[src/rtl/kv_srl_fifo_p.sv]
// kv_srl_fifo_p: parametrised common-clock FIFO built on an inferred
// addressable shift register. It supports standard or first-word-fall-through
// read, an occupancy count, almost flags and sticky error flags.
module kv_srl_fifo_p #(
  parameter int unsigned WIDTH     = 8,
  parameter int unsigned DEPTH     = 32,
  parameter int unsigned FWFT      = 0,
  parameter int unsigned AF_THRESH = 28,
  parameter int unsigned AE_THRESH = 2,
  parameter int unsigned CW        = $clog2(DEPTH + 1)
) (
  input  logic             clk,
  input  logic             rst,
  input  logic [WIDTH-1:0] d,
  input  logic             wr_en,
  input  logic             rd_en,
  input  logic             err_clr,
  output logic [WIDTH-1:0] q,
  output logic             empty,
  output logic             full,
  output logic             almost_empty,
  output logic             almost_full,
  output logic [CW-1:0]    count,
  output logic             err_ovr,
  output logic             err_und
);

  // In FWFT mode the output register holds the head entry, so the chain needs one slot less.
  localparam int unsigned SD     = (FWFT != 0) ? DEPTH - 1 : DEPTH;
  localparam logic [CW-1:0] RD_OFS = (FWFT != 0) ? CW'(2) : CW'(1);

  logic [WIDTH-1:0] mem [SD];
  logic             wr_acc;
  logic             rd_acc;
  logic             shift_en;
  logic             load_d;
  logic             load_mem;
  logic [CW-1:0]    count_next;
  logic [CW-1:0]    rd_sel;
  logic [WIDTH-1:0] rd_data;

  // Request acceptance, next occupancy and output-stage steering.
  always_comb begin
    wr_acc     = wr_en & ~full;
    rd_acc     = rd_en & ~empty;
    count_next = count + CW'(wr_acc) - CW'(rd_acc);
    rd_sel     = count - RD_OFS;
    if (FWFT != 0) begin
      // The write bypasses the chain when the output stage is (or is becoming) free.
      load_d   = wr_acc & ((count == '0) | ((count == CW'(1)) & rd_acc));
      load_mem = rd_acc & (count >= CW'(2));
    end else begin
      load_d   = 1'b0;
      load_mem = rd_acc;
    end
    shift_en = wr_acc & ~load_d;
  end

  // Read-address mux; the oldest chain entry sits at the highest occupied index.
  always_comb begin
    rd_data = '0;
    for (int unsigned i = 0; i < SD; i++) begin
      if (rd_sel == CW'(i)) rd_data = mem[i];
    end
  end

  // Shift-register storage. It has no reset so it maps onto SRL cells; stale data is unreachable once count is 0.
  always_ff @(posedge clk) begin
    if (shift_en) begin
      mem[0] <= d;
      for (int unsigned i = 1; i < SD; i++) mem[i] <= mem[i-1];
    end
  end

  // Occupancy, status flags, sticky errors and output register.
  always_ff @(posedge clk) begin
    if (rst) begin
      count        <= '0;
      empty        <= 1'b1;
      full         <= 1'b0;
      almost_empty <= 1'b1;
      almost_full  <= 1'b0;
      err_ovr      <= 1'b0;
      err_und      <= 1'b0;
      q            <= '0;
    end else begin
      count        <= count_next;
      empty        <= (count_next == '0);
      full         <= (count_next == CW'(DEPTH));
      almost_empty <= (count_next <= CW'(AE_THRESH));
      almost_full  <= (count_next >= CW'(AF_THRESH));
      err_ovr      <= (wr_en & full)  | (err_ovr & ~err_clr);
      err_und      <= (rd_en & empty) | (err_und & ~err_clr);
      if (load_d)        q <= d;
      else if (load_mem) q <= rd_data;
    end
  end

endmodule

[config.mk]
export PLATFORM = sky130hd
export DESIGN_NAME = kv_srl_fifo_p
export DESIGN_NICKNAME = d
export VERILOG_FILES = /design/src/rtl/kv_srl_fifo_p.sv
export SDC_FILE = /design/constraint.sdc
export NUM_CORES = 1
export LEC_CHECK = 0
export BUFFER_PORTS_ARGS = -buffer_cell sky130_fd_sc_hd__buf_2
export CAP_MARGIN = 10
export CORE_ASPECT_RATIO = 1.2
export CORE_MARGIN = 1.5
export CORE_UTILIZATION = 43
export DETAILED_ROUTE_END_ITERATION = 10
export PLACE_DENSITY = 0.6
export SYNTH_ARGS = -nofsm -noshare
export SYNTH_HDL_FRONTEND = slang
export SYNTH_SLANG_ARGS = --single-unit
[constraint.sdc]
create_clock -name clk -period 6.9 [get_ports clk]
set_input_delay 0 -clock clk [delete_from_list [all_inputs] [get_ports clk]]
set_output_delay 0 -clock clk [all_outputs]
set_load 0.01 [all_outputs]
; Yosys cells after proc, flatten, opt, wreduce, memory -nomap -nowiden
; Memories as Yosys holds them, arrays and structs flattened.
; Index checks and enable logic that the tools add are counted.
[totals]
regBits = 20
mem_bits_rw = 256
elab_cells = 93
inputBits = 13
out_inout_bits = 20
mem_count = 1
[memory_table]
columns = name, words, word_bits, rd, rd_clocked_by_memory_dff, wr, line_no
row1 = mem, 32, 8, 32, 0, 32, 32  ; logic [WIDTH-1:0] mem [SD];
[classes]
n_addsub = 3
magnitude_cmp = 2
bitwise = 11
muxes = 34
n_eq_ne = 32
reduce_logical = 2
[op_table]
columns = op, n
row1 = $mux W8, 32
row2 = $eq A6 B5 Y1 const B, 16
row3 = $eq A6 B4 Y1 const B, 8
row4 = $eq A6 B3 Y1 const B, 4
row5 = $eq A6 B2 Y1 const B, 2
row6 = $logic_not A6 Y1, 2
row7 = $add A6 B1 Y6, 1
row8 = $and A1 B1 Y1, 6
row9 = $eq A6 B1 Y1 const B, 1
row10 = $eq A6 B6 Y1 const B, 1
row11 = $ge A6 B5 Y1 const B, 1
row12 = $le A6 B2 Y1 const B, 1
row13 = $sub A6 B1 Y6, 1
row14 = $sub A6 B1 Y6 const B, 1
row15 = $not A1 Y1, 3
row16 = $mux W1, 2
row17 = $or A1 B1 Y1, 2

; Longest topological paths before layout
[logic_depth]
word_depth = 34
mapped_depth = 16
depth_no_buf = 14

; Worst setup path before layout
; OpenSTA, ideal clock, no wires.
[synth_path]
kind = flip-flop to flip-flop
startpoint = reg full
endpoint = mem mem[0][0], enable pin
t_arrival_ns = 5.456
path_buffers = 0
path_stages_with_launch = 3
path_slack_ns = 0.837
setup_time_ns = 0.608
required_ns = 6.292
synth_period_minus_slack_ns = 6.063
path_cell_list = dfxtp_1 nand2b_1 inv_1
[synth_rtl]
columns = element, line_no
row1 = "start, declared", 20  ; output logic full,
row2 = "start signal, assigned", 89  ; full <= (count_next == CW'(DEPTH));
row3 = "end, declared", 32

; Worst setup path in the final report
[layout_path]
startpoint = reg count[2]
endpoint = reg q[3]
[layout_via]
elab_chain_cells = 34
elab_cells_between_ends = 65
classes_between = 1 x add/sub / 31 x eq/ne / 32 x mux / 1 x reduce/logical
[layout_lines]
columns = element, line_no
row1 = "start, declared", 23  ; output logic [CW-1:0] count,
row2 = "start signal, assigned", 87  ; count <= count_next;
row3 = $sub A6 B1 Y6 (*), 47  ; rd_sel = count - RD_OFS;
row4 = $logic_not A6 Y1, 63  ; if (rd_sel == CW'(i)) rd_data = mem[i];
row5 = $mux W8 (31 in a row), 63
row6 = $mux W8 (*), 63
row7 = "end signal, assigned", 95  ; else if (load_mem) q <= rd_data;
row8 = "end, declared", 18  ; output logic [WIDTH-1:0] q,
; Mark *: on every way between the ends. The rest lies on a longest branch, timed or not.
; A chain may end at the register's enable or synchronous reset.

==> metrics <==
pin count of the biggest net entering global routing=161; worst setup path class=flop to flop; #FFs+latches synth=276; total power=6680 uW; Syn Inst Count=859; row cnt=66; Synth Area per Inst=13.9 um^2; H-tree depth=1; initial antenna violation count=1; Worst EP arrival=5.14 ns; IO Count=33; setup TNS=0 ns; Distinct cells, synth=85; Wirelength per Cell=26.5 um; CP Data Required Time=7.36 ns; net count after synthesis=884; RR Endpoint=q[3]; first-pass GRT wire length=51100 um; WL final=33800 um; ANT nets after route=0; Post-CTS Resized=0; number of synthesis warnings=0; Leakage=0.00449 uW; vias=8009; Final Max Tran Viols=0; clk_lat worst skew=0.58 ns; Worst-path clk slew=0.07 ns; initial core utilization=0.438; EDFF count, synth=256; Post-Syn Area=0.0119 mm^2; GRT Util Overall=0.239; RSZ-0062 raised after global routing=no; Max Cap Viol=0; Reg2Reg Launch Point=count[2]; vias in the first global route=8178; first-pass iteration count of the detailed router=8; crit path launch type=flop; GR Overflow Total=0; min Tclk post-route=4.68 ns; dpl ws=2.34 ns; Most used DFF post-synth=edfxtp_1; Worst VDD drop=0.214 mV; clock skew=0.0445 ns; placed cells=1208; gpl congestion=0.926; commonest non-fill, non-tap cell in the layout=edfxtp_1; starting DRC count in detailed routing=964; Switching Share=0.409; Non-Filler Instances=1276; Hold-fix buffers, CTS=15; Max-slew headroom=0.180; clock root cell=clkbuf_16; worst hold path class=primary input to flop; layout cells sized above 1=0.142; Hold Path Sink=mem[0][1]; Worst Hold Depth=2; FFs w/ async S/R, synth=0; Final Hold Viols=0; Crit Path Max Fanout=26; Worst Tran Pin Value=1.23 ns; Switching Power=2730 uW; reg2reg setup slack=2.22 ns; post-synthesis sequential area ratio=0.680; setup violators final=0; P_int=3940 uW; Core ar.=0.0272 mm^2; chip height=185 um; via/cell ratio=6.28; hold path startpoint=d[1]; nets@finish=939; CP Capture Type=flop; die area=0.0287 mm^2; Setup Fix Bufs, Post-CTS=0; CTS tree=built; Comb pwr share=0.396; fin crit share=0.678; commonest non-fill, non-tap cells in the layout=256 x edfxtp_1, 61 x nor2_1, 54 x nand2_1, 54 x a21oi_1; Max Clk Rate=214 MHz; Port Buffers=32; Post-DP HPWL=22400 um; clock sink total=276; antenna cell count=0; Power Density=495 mW/mm^2; status=finished, final reports clean; clock group share of total power=0.233; R2R depth=11; drc violations=0; Die W=155 um; Final Hold Slack=0.137 ns; Setup WS post-layout=2.22 ns; Bufs on Longest Clock Path=3; Reg power frac=0.371; CTS Buf Count=29; P&R area growth vs syn=13.4%
## power groups by stage
stage               sequential (uW)  clock (uW)  combinational (uW)
finish                         2470        1560                2650
global route                   2510        1650                2820
CTS                            2480        1580                2590
detailed placement             2500           0                2570
global placement               2500           0                2580
floorplan                      2440           0                1770
## worst max-delay path, stage by stage (launching register included)
cell and delay [ns]:
dfxtp_1 0.95, inv_2 0.31, ha_1 0.44, nor2b_1 0.23, a221oi_2 0.27, o211ai_1 0.44, nor2_2 0.82, a222oi_1 0.25
a21oi_1 0.29, o211ai_1 0.13, o211ai_1 0.31, a21oi_1 0.11
## synth_stat cells (11+ instances only)
cell	number	area, um^2
nand3_1	32	160
dfxtp_1	20	400
ha_1	11	138
a22oi_1	16	120
nand2_1	54	203
buf_2	12	60.1
o21ai_0	24	120
a221oi_1	11	96.3
inv_1	17	63.8
o22ai_1	19	119
edfxtp_1	256	7690
o211ai_1	15	113
nor2_1	61	229
nor3_1	26	130
a21oi_1	54	270
clkbuf_1	11	41.3
mux2i_1	14	140
## worst max-delay path by stage
stage | end | depth (start not counted) | from
2_1_floorplan | mem[0][0] | 2 | full
3_3_place_gp | q[3] | 11 | count[2]
3_5_place_dp | q[3] | 11 | count[2]
4_1_cts | q[3] | 11 | count[2]
5_1_grt | q[3] | 11 | count[2]
6_report | q[3] | 11 | count[2]
## flip-flops by register name (all words and copies together) (netlist names)
signal        flops
full              1
almost_full       1
err_ovr           1
count             6
empty             1
q                 8
err_und           1
mem             256
almost_empty      1
## layout make-up
| type | count | area (um^2) |
|---|---|---|
| Fill cell | 2348 | 13700 |
| Multi-Input combinational cell | 527 | 3560 |
| Clock buffer | 36 | 772 |
| Tap cell | 340 | 425 |
| Inverter | 23 | 93.8 |
| Clock inverter | 17 | 165 |
| Timing Repair Buffer | 57 | 385 |
| Sequential cell | 276 | 8090 |
## per-stage QoR
step / area [um^2] / util
after floorplan: 11900 / -
after global placement: 12400 / 0.457
after detailed placement: 12400 / 0.457
after CTS: 13500 / 0.497
after global routing: 13500 / 0.497
final: 13500 / 0.497
## per-layer routing
layer,vias to the layer above,part of all wire,routed length (um),global-route usage
li1,3553,-,-,-
met1,3938,0.39,13200,0.300
met2,408,0.49,16500,0.406
met3,108,0.072,2420,0.0365
met4,2,0.048,1630,0.117
met5,-,0.00035,12,0
## cells by family (layout without fill, tap and decap cells)
family / after synthesis / count (layout) / synth area share
multiplexers: 23 / 23 / 0.0241
AND/OR/NAND/NOR: 241 / 241 / 0.103
buffers and inverters: 56 / 133 / 0.0215
AO/OA/AOI/OAI: 240 / 240 / 0.149
XOR/XNOR: 11 / 11 / 0.00999
flip-flops: 276 / 276 / 0.680
adder cells (fa/ha/maj): 12 / 12 / 0.0133
Power figures use the tool's default switching activity.
